File: src/rtl/llr_frame_loader.sv
// Purpose: saturate incoming channel LLRs and collect one n-LLR codeword frame for the decoder.
// Latency: a beat is stored at its acceptance edge; rd_llr is valid one cycle after rd_addr.
// Backpressure: s_ready is low while a complete frame is held, until frame_done releases it.
module llr_frame_loader #(
  parameter int log2n = 4,
  parameter int n     = 12,
  parameter int in_w  = 8,
  parameter int llr_w = 6
) (
  input  logic             clk,
  input  logic             rst_n,
  input  logic             s_valid,
  input  logic [in_w-1:0]  s_llr,
  output logic             s_ready,
  input  logic             flush,
  output logic             frame_valid,
  output logic             frame_start,
  input  logic             frame_done,
  input  logic [log2n-1:0] rd_addr,
  output logic [llr_w-1:0] rd_llr,
  output logic [n-1:0]     hard_bits,
  output logic [log2n-1:0] load_count
);

  typedef enum logic {
    LOAD = 1'b0,
    FULL = 1'b1
  } state_t;

  // Symmetric clamp magnitude: the most negative code is never stored.
  localparam int                      SAT_MAG  = (2 ** (llr_w - 1)) - 1;
  localparam logic signed [in_w-1:0]  IN_MAX   = in_w'(SAT_MAG);
  localparam logic signed [in_w-1:0]  IN_MIN   = in_w'(-SAT_MAG);
  localparam logic [llr_w-1:0]        LLR_MAX  = llr_w'(SAT_MAG);
  localparam logic [llr_w-1:0]        LLR_MIN  = llr_w'(-SAT_MAG);
  localparam logic [log2n-1:0]        IDX_LAST = log2n'(n - 1);

  state_t             state_q, state_d;
  logic [log2n-1:0]   load_count_q, load_count_d;
  logic               frame_start_q, frame_start_d;
  logic [llr_w-1:0]   rd_llr_q;
  logic [llr_w-1:0]   mem_q [n];
  logic               wr_en;
  logic signed [in_w-1:0] s_llr_s;
  logic [llr_w-1:0]   sat_llr;

  assign s_llr_s     = $signed(s_llr);
  assign s_ready     = (state_q == LOAD);
  assign frame_valid = (state_q == FULL);
  assign frame_start = frame_start_q;
  assign load_count  = load_count_q;
  assign rd_llr      = rd_llr_q;

  // Clamp the input LLR into the stored width, keeping the sign.
  always_comb begin
    sat_llr = s_llr_s[llr_w-1:0];
    if (s_llr_s > IN_MAX) begin
      sat_llr = LLR_MAX;
    end else if (s_llr_s < IN_MIN) begin
      sat_llr = LLR_MIN;
    end
  end

  // FSM state register.
  always_ff @(posedge clk or negedge rst_n) begin
    if (!rst_n) begin
      state_q <= LOAD;
    end else begin
      state_q <= state_d;
    end
  end

  // Next state, fill counter, start pulse and write enable; flush only acts while loading.
  always_comb begin
    state_d       = state_q;
    load_count_d  = load_count_q;
    frame_start_d = 1'b0;
    wr_en         = 1'b0;
    case (state_q)
      LOAD: begin
        if (flush) begin
          load_count_d = '0;
        end else if (s_valid) begin
          wr_en = 1'b1;
          if (load_count_q == IDX_LAST) begin
            load_count_d  = '0;
            state_d       = FULL;
            frame_start_d = 1'b1;
          end else begin
            load_count_d = load_count_q + log2n'(1);
          end
        end
      end
      FULL: begin
        if (frame_done) begin
          state_d = LOAD;
        end
      end
      default: state_d = LOAD;
    endcase
  end

  // Fill counter and one-cycle start pulse.
  always_ff @(posedge clk or negedge rst_n) begin
    if (!rst_n) begin
      load_count_q  <= '0;
      frame_start_q <= 1'b0;
    end else begin
      load_count_q  <= load_count_d;
      frame_start_q <= frame_start_d;
    end
  end

  // Frame storage; cleared by reset so no partial frame survives it.
  always_ff @(posedge clk or negedge rst_n) begin
    if (!rst_n) begin
      for (int i = 0; i < n; i++) begin
        mem_q[i] <= '0;
      end
    end else if (wr_en) begin
      mem_q[load_count_q] <= sat_llr;
    end
  end

  // Registered random read; addresses past the frame return zero.
  always_ff @(posedge clk or negedge rst_n) begin
    if (!rst_n) begin
      rd_llr_q <= '0;
    end else if (rd_addr <= IDX_LAST) begin
      rd_llr_q <= mem_q[rd_addr];
    end else begin
      rd_llr_q <= '0;
    end
  end

  // Hard decisions are the sign bits of the stored LLRs, straight from the storage flops.
  always_comb begin
    hard_bits = '0;
    for (int i = 0; i < n; i++) begin
      hard_bits[i] = mem_q[i][llr_w-1];
    end
  end

endmodule

File: config.mk
export PLATFORM = sky130hd
export DESIGN_NAME = llr_frame_loader
export DESIGN_NICKNAME = d
export VERILOG_FILES = /design/src/rtl/llr_frame_loader.sv
export SDC_FILE = /design/constraint.sdc
export NUM_CORES = 1
export LEC_CHECK = 0
export BUFFER_PORTS_ARGS = -buffer_cell sky130_fd_sc_hd__buf_2
export CAP_MARGIN = 20
export CORE_AREA = 4 4 112 82
export DETAILED_ROUTE_END_ITERATION = 12
export DIE_AREA = 0 0 116 86
export GPL_TIMING_DRIVEN = 1
export PLACE_DENSITY = 0.71
export SLEW_MARGIN = 20
export SYNTH_ARGS = -nofsm -noshare
export SYNTH_HDL_FRONTEND = slang
export SYNTH_SLANG_ARGS = --single-unit
File: constraint.sdc
create_clock -name clk -period 1.6 [get_ports clk]
set_input_delay 0.24 -clock clk [delete_from_list [all_inputs] [get_ports clk]]
set_output_delay 0.24 -clock clk [all_outputs]
set_load 0.02 [all_outputs]
==> results.md, run 1 <==
- Leak Pwr: 2.40 nW
- Max Clk Rate: 558 MHz
- Minimum clock period: 1790 ps
- CP peak stage delay: 440 ps
- TritonCTS clock tree: built
- DRC Markers: 0
- Via count: 2,442
- Seq pwr share: 0.465
- Max Clock Skew: 6.71 ps
- Setup TNS: -9530 ps
- P_sw: 1.28 mW
- Wl on met1: 4250 um
- Die Area: 0.00998 sq mm
- Starting Density: 0.484
- Worst min-delay path class: input pin to flop
- Violated checks: negative setup slack
- Row cnt: 28
- Port buffer count: 41
- CP max FO: 6
- First-pass GRT wire length: 14,500 um
- WL per Instance: 19.8 um
- CTS buffer count: 9
- Final worst path period share: 1.12
- Die Y: 86 um
- GRT overflow: 0
- 1st-pass router iterations: 4
- Clk root buf: clkbuf_16
- WL met2: 3970 um
- Syn Nets: 306
- Synth Instances: 285
- Status: finished, violations left
- Drt total wl: 8800 um
- Mapped cell area: 0.00397 sq mm
- Distinct cells, synth: 32
- Power per standard cell area: 1090 mW/mm^2
- DRT iter0 DRCs: 169
- Nets: 357
- YS warnings: 0
- Dpl cells: 425
- RSZ-0062 raised after global routing: yes
- Worst slack, placed: -230 ps
- Gate power share: 0.155
- H-tree depth: 3
- Vias in the first global route: 2,614
- Setup ws final: -191 ps
- Area leader, netlist: dfrtp_1
- Final hold violations: 0
- Max layer used: met4
- Top delay family on crit path: simple AND/OR/NAND/NOR gates
- Worst slew margin: 0.348
- Crit end category: flop
- Max cap viols: 0
- Slew @ Worst Pin: 979 ps
- Routed Antenna Nets: 0
- Synth top area share: 0.530
- Setup CP Type: flop to flop
- Setup Viol. Count Final: 73
- Post-synthesis register bit count: 84
- Initial antenna violation count: 0
- Area Growth Syn to Fin: 23.3%
- Core Area: 0.00820 sq mm
- Critical path arrival: 2000 ps
- Max-slew violation count: 0
- Avg Cell Area, Syn: 13.9 sq um
- Chip width: 116 um
- CP bufs+invs: 1
- Critical-path cell list: or3b_4 > nor3_4 > buf_4 > nand2_4 > mux2_2
- Switching Fraction: 0.240
- Critical Path RT: 1810 ps
- Worst-path clk slew: 50 ps
- Share of cells above drive strength 1: 0.558
- Clock power share: 0.380
- GPL Wtd Cong: 0.861
- Clock buffer depth: 2
- Io pins: 42
- Multi-input logic area: 0.00185 sq mm
- Final Total Pwr: 5.34 mW
- Share of the yosys chip area belonging to registers: 0.530
- Peak VDD IR: 811 uV
- WHS: 80.0 ps
- ANT cells: 0
- Power Internal: 4.06 mW
- Vias/cell: 5.50
- GR Util All Layers: 0.195
- Final Non-Filler Cells: 444
- DP Wirelength: 6190 um
- CTS sink cnt: 84
- Register area: 0.00210 sq mm
- Fill cell count: 645
- Wire length on met3: 455 um
- Type of origin of the critical path: flop
- Clock insertion delay at the later pin of the skew report: 340 ps
- Largest net degree at the start of global routing: 39
- Slowest CP cell: or3b_4
- Top post-synthesis cells by area: dfrtp_1 (53%), mux2_2 (20%), mux4_2 (10%)
[synth_stat cells, drive strengths merged]
library cell and count:
buf 17, nand3 2, and3 3, dfrtp 84, a22oi 6, a22o 1
a21oi 2, mux2 72, clkbuf 10, nor2b 1, nor4 1, nand2b 2
xnor2 1, o211ai 1, nand2 21, ha 4, or3b 1, nor3 2
inv 11, o2bb2ai 4, o21bai 1, mux4 18, nor3b 1, o21ai 10
nor2 9
[placed cells by master (no fill, tap or decap), types with 2 or more instances in the layout]
master / netlist / routed
inv_1: 11 / 10
buf_4: 15 / 17
nor2_1: 7 / 7
clkbuf_16: 0 / 9
o2bb2ai_1: 4 / 3
and3_4: 0 / 3
o21ai_0: 10 / 9
buf_2: 2 / 40
nand2b_1: 2 / 2
nor2_4: 1 / 2
a22oi_1: 6 / 6
ha_1: 4 / 4
buf_12: 0 / 4
nand2_1: 20 / 13
nand2_8: 0 / 2
dfrtp_1: 84 / 83
mux2_2: 69 / 51
clkbuf_8: 0 / 2
mux2_4: 0 / 21
mux4_2: 18 / 18
nand2_4: 0 / 5
buf_6: 0 / 5
a21oi_1: 2 / 2
[state kept, by name, indices dropped and copies added (netlist names)]
signal and flops:
frame_start 1, frame_valid 1, hard_bits 12, load_count 4
mem_q 60, rd_llr 6
[worst paths after layout]
| path | cells after the start | from | endpoint | slack (ps) |
|---|---|---|---|---|
| worst max-delay path | 5 | frame_valid | mem_q[60] | -190 |
| worst min-delay path | 2 | frame_done | frame_valid | 80 |
| worst max register to register | 5 | frame_valid | mem_q[60] | -190 |
| worst min register to register | 1 | mem_q[22] | mem_q[22] | 500 |
| max in group asynchronous | 3 | rst_n | frame_valid | 660 |
| min in group asynchronous | 2 | rst_n | hard_bits[7] | 420 |
[routing by layer]
| metal | vias up | track usage |
|---|---|---|
| met3 | 10 | 0.0494 |
| met4 | 0 | 0.0558 |
| met2 | 54 | 0.288 |
| met1 | 1259 | 0.287 |
| li1 | 1119 | - |
| met5 | - | 0 |
[cell families after synthesis]
logic type                 Yosys count  synth area share
muxes                               90             0.307
and+or+nand+nor                     43            0.0565
xor gates and xnor gates             1           0.00221
DFF                                 84             0.530
adders and majority gates            4            0.0126
buffers and inverters               38            0.0508
AOI/OAI and AO/OA                   25            0.0413
[power by group through the flow]
| stage | Clock (mW) | Combinational [mW] | Sequential (mW) |
|---|---|---|---|
| after CTS | 2.08 | 0.816 | 2.48 |
| after detailed placement | 0 | 0.785 | 2.52 |
| after global placement | 0 | 0.761 | 2.50 |
| final | 2.03 | 0.831 | 2.48 |
| after floorplan | 0 | 0.526 | 2.50 |
| after global routing | 2.18 | 0.899 | 2.51 |
[area by class of cell]
type | instances | share of cell area
flip-flops and latches | 84 | 0.430
multi-input cells | 163 | 0.378
repair buffers | 67 | 0.0970
clock buffers | 12 | 0.0524
well taps | 105 | 0.0269
inverters | 11 | 0.00844
clock inverters | 2 | 0.00716
[through the flow]
step,util,area (sq um)
2_1_floorplan,-,4000
3_3_place_gp,0.534,4380
3_5_place_dp,0.534,4380
4_1_cts,0.589,4830
5_1_grt,0.597,4890
6_report,0.597,4890
[timing repair]
action / CTS / global route
hold endpoints to repair: 36 / 0
endpoints found under the setup margin: 72 / 74
buffers inserted: 2 / 2
hold buffers: 1 / 0
gates resized for setup: 34 / 11
pin swaps: 8 / 4
No activity file was read; power rests on OpenSTA's default activity.
==> run 2: changes to the inputs <==
--- a/config.mk
+++ b/config.mk
@@ -5,11 +5,12 @@
 export SDC_FILE = /design/constraint.sdc
 export NUM_CORES = 1
 export LEC_CHECK = 0
+export ABC_AREA = 1
 export BUFFER_PORTS_ARGS = -buffer_cell sky130_fd_sc_hd__buf_2
 export CAP_MARGIN = 20
-export CORE_AREA = 4 4 112 82
+export CORE_AREA = 4 4 116 85
 export DETAILED_ROUTE_END_ITERATION = 12
-export DIE_AREA = 0 0 116 86
+export DIE_AREA = 0 0 120 89
 export GPL_TIMING_DRIVEN = 1
 export PLACE_DENSITY = 0.71
 export SLEW_MARGIN = 20
==> run 2 against run 1 <==
- the flow now finishes without violations
- via count up 57%
- critical path depth rose by 3
- critical path type unchanged
- clock-buffer cell count grew 1
==> results.md, run 2 <==
- Setup ws final: 64.7 ps (+256 ps)
- YS warnings: 0 (unchanged)
- Max Clock Skew: 5.01 ps (-1.70 ps)
- Io pins: 42 (unchanged)
- Row cnt: 29 (+3.6%)
- Area Growth Syn to Fin: 15.5%
- Vias in the first global route: 3,686 (+41%)
- GR Util All Layers: 0.233 (+0.0385)
- Worst slew margin: 0.606 (+0.258)
- Clock insertion delay at the later pin of the skew report: 340 ps (about the same)
- H-tree depth: 3 (unchanged)
- Nets: 610 (+71%)
- Power per standard cell area: 1070 mW/mm^2 (-2.3%)
- Initial antenna violation count: 0 (unchanged)
- Final worst path period share: 0.960 (-0.160)
- Die Y: 89 um (+3.5%)
- Reg-to-Reg Start: load_count[1]
- Minimum clock period: 1540 ps (-256 ps)
- Type of origin of the critical path: flop
- Clk root buf: clkbuf_16
- R2R depth: 8 (+3)
- Max-slew violation count: 0 (unchanged)
- Worst-path clk slew: 60 ps (about the same)
- R2R Setup Slk: 60 ps (+260 ps)
- Commonest non-fill, non-tap cells in the layout: nand2_1 (242), nand3_1 (104), dfrtp_1 (84)
- Post-synthesis register bit count: 84 (unchanged)
- Chip width: 120 um (+3.4%)
- Drt total wl: 11,500 um (+31%)
- Synth top area share: 0.489 (-0.0409)
- Peak VDD IR: 591 uV (-27%)
- Setup TNS: 0 ps (+9530 ps)
- Worst slack, placed: 12.0 ps (+242 ps)
- CP peak stage delay: 420 ps (-20 ps)
- Slew @ Worst Pin: 590 ps (-389 ps)
- DP Wirelength: 7940 um (+28%)
- DRT iter0 DRCs: 388 (+130%)
- Final hold violations: 0 (unchanged)
- Fill cell count: 827 (+28%)
- Die Area: 0.0107 sq mm (+7.1%)
- DRC Markers: 0 (unchanged)
- CP max FO: 6 (unchanged)
- Largest register FFs: 60 (unchanged)
- Worst min-delay path class: input pin to flop
- Setup CP Type: flop to flop
- Largest Register: mem_q
- Syn Nets: 570 (+86%)
- Post-synth EDFFs: 0 (unchanged)
- Worst reg2reg endpoint: mem_q[56]
- CP startpoint: load_count[1]
- Clock buffer depth: 2 (unchanged)
- Max Clk Rate: 651 MHz (+17%)
- Post-synth top cells: nand2_1 (242), nand3_1 (104), dfrtp_1 (84)
- Top post-synthesis cells by area: dfrtp_1 (49%), nand2_1 (21%), nand3_1 (12%)
- GPL Wtd Cong: 0.824 (-4.3%)
- Critical Path RT: 1830 ps (+20 ps)
- Starting Density: 0.487 (+0.00362)
- Distinct cells, synth: 20 (-38%)
- Max cap viols: 0 (unchanged)
- Status: finished clean
- Most common cell after layout, fill and taps aside: nand2_1
- 1st-pass router iterations: 5 (+1)
- CP dominant cell by count: buf_4
- Leak Pwr: 2.65 nW (+10%)
- Via count: 3,841 (+57%)
- WHS: 70.0 ps (-10.1 ps)
- Setup crit end: mem_q[56]
- Top_reg_cell synth: dfrtp_1
- Slowest CP cell: dfrtp_1
- Port buffer count: 41 (unchanged)
- WL per Instance: 16.0 um (-19%)
- GRT overflow: 0 (unchanged)
- Avg Cell Area, Syn: 7.83 sq um (-44%)
- Crit end category: flop
- Most frequent cell after synthesis: nand2_1
- Area leader, netlist: dfrtp_1
- Setup Viol. Count Final: 0 (-100%)
- CTS sink cnt: 84 (unchanged)
- CTS buffer count: 9 (unchanged)
- Vias/cell: 5.35 (-2.7%)
- Critical path arrival: 1770 ps (-230 ps)
- Share of the yosys chip area belonging to registers: 0.489 (-0.0409)
- Register area: 0.00210 sq mm (about the same)
- Asr flop ratio synth: 1.00 (unchanged)
- TritonCTS clock tree: built
- ANT cells: 0 (unchanged)
- RSZ-0062 raised after global routing: no
- Largest net degree at the start of global routing: 49 (+26%)
- Routed Antenna Nets: 0 (unchanged)
- Share of cells above drive strength 1: 0.189 (-0.369)
- Multi-input logic area: 0.00186 sq mm (+0.81%)
- Core Area: 0.00882 sq mm (+7.6%)
- Synth Instances: 549 (+93%)
- Critical-path cell list: buf_4 > ha_1 > inv_1 > nor3_4 > buf_4 > buf_4 > nand3_1 > nand2_1
- First-pass GRT wire length: 19,100 um (+32%)
- Mapped cell area: 0.00430 sq mm (+8.4%)
==> run 2: worst min path at each step <==
stage,startpoint,endpoint,slack [ps],cells past startpoint
after floorplan,rst_n,frame_start,-60,0
after global placement,rst_n,hard_bits[2],180,1
after detailed placement,rst_n,mem_q[54],180,1
after CTS,frame_done,frame_valid,70,2
after global routing,frame_done,frame_valid,80,2
final,frame_done,frame_valid,70,2
==> run 2: power breakdown <==
part | internal [mW] | switching (mW)
sequential | 2.35 | 0.138
clock | 1.18 | 0.827
combinational | 0.279 | 0.534
total | 3.80 | 1.50
==> run 2: kinds of logic (layout without fill, tap and decap cells) <==
kind of cell / Yosys count / count (layout) / share of synthesized area
fa+ha+maj: 4 / 4 / 0.0116
compound gates: 20 / 20 / 0.0233
xor+xnor: 1 / 1 / 0.00204
buf+inv: 66 / 111 / 0.0771
flops: 84 / 84 / 0.489
simple gates: 374 / 374 / 0.397
==> run 2: worst max-delay path, delay by kind of cell (launching register included) <==
family	cells	cell delay, ps
buf+inv	4	660
flops	1	420
simple gates	3	190
fa+ha+maj	1	160
==> run 2: layout make-up <==
type                            instances  share of cell area
Tap cell                              124              0.0313
Clock inverter                          3             0.00403
Multi-Input combinational cell        399               0.376
Timing Repair Buffer                   64              0.0880
Inverter                               31              0.0234
Clock buffer                           13              0.0544
Sequential cell                        84               0.423
==> run 2: metrics by stage <==
step | std cells | power [mW] | utilization | area (sq um)
finish | 718 | 5.30 | 0.563 | 4960
CTS | 713 | 5.32 | 0.557 | 4910
floorplan | 549 | 3.06 | - | 4300
global route | 718 | 5.55 | 0.563 | 4960
global placement | 694 | 3.28 | 0.521 | 4600
detailed placement | 694 | 3.31 | 0.521 | 4600
==> run 2: per-layer routing <==
layer / part of all wire / GRT usage / vias up / routed length, um
met4: 0.012 / 0.0644 / 0 / 134
met2: 0.43 / 0.349 / 168 / 4980
met3: 0.091 / 0.0633 / 19 / 1050
met1: 0.47 / 0.338 / 1840 / 5360
met5: 0 / 0 / - / 0
li1: - / - / 1814 / -
==> run 2: timing repair <==
item	in CTS	in global routing
setup endpoints to repair	9	48
hold buffers	1	0
pin swaps	0	4
endpoints found under the hold margin	23	0
setup buffers	2	5
resized for setup	0	5
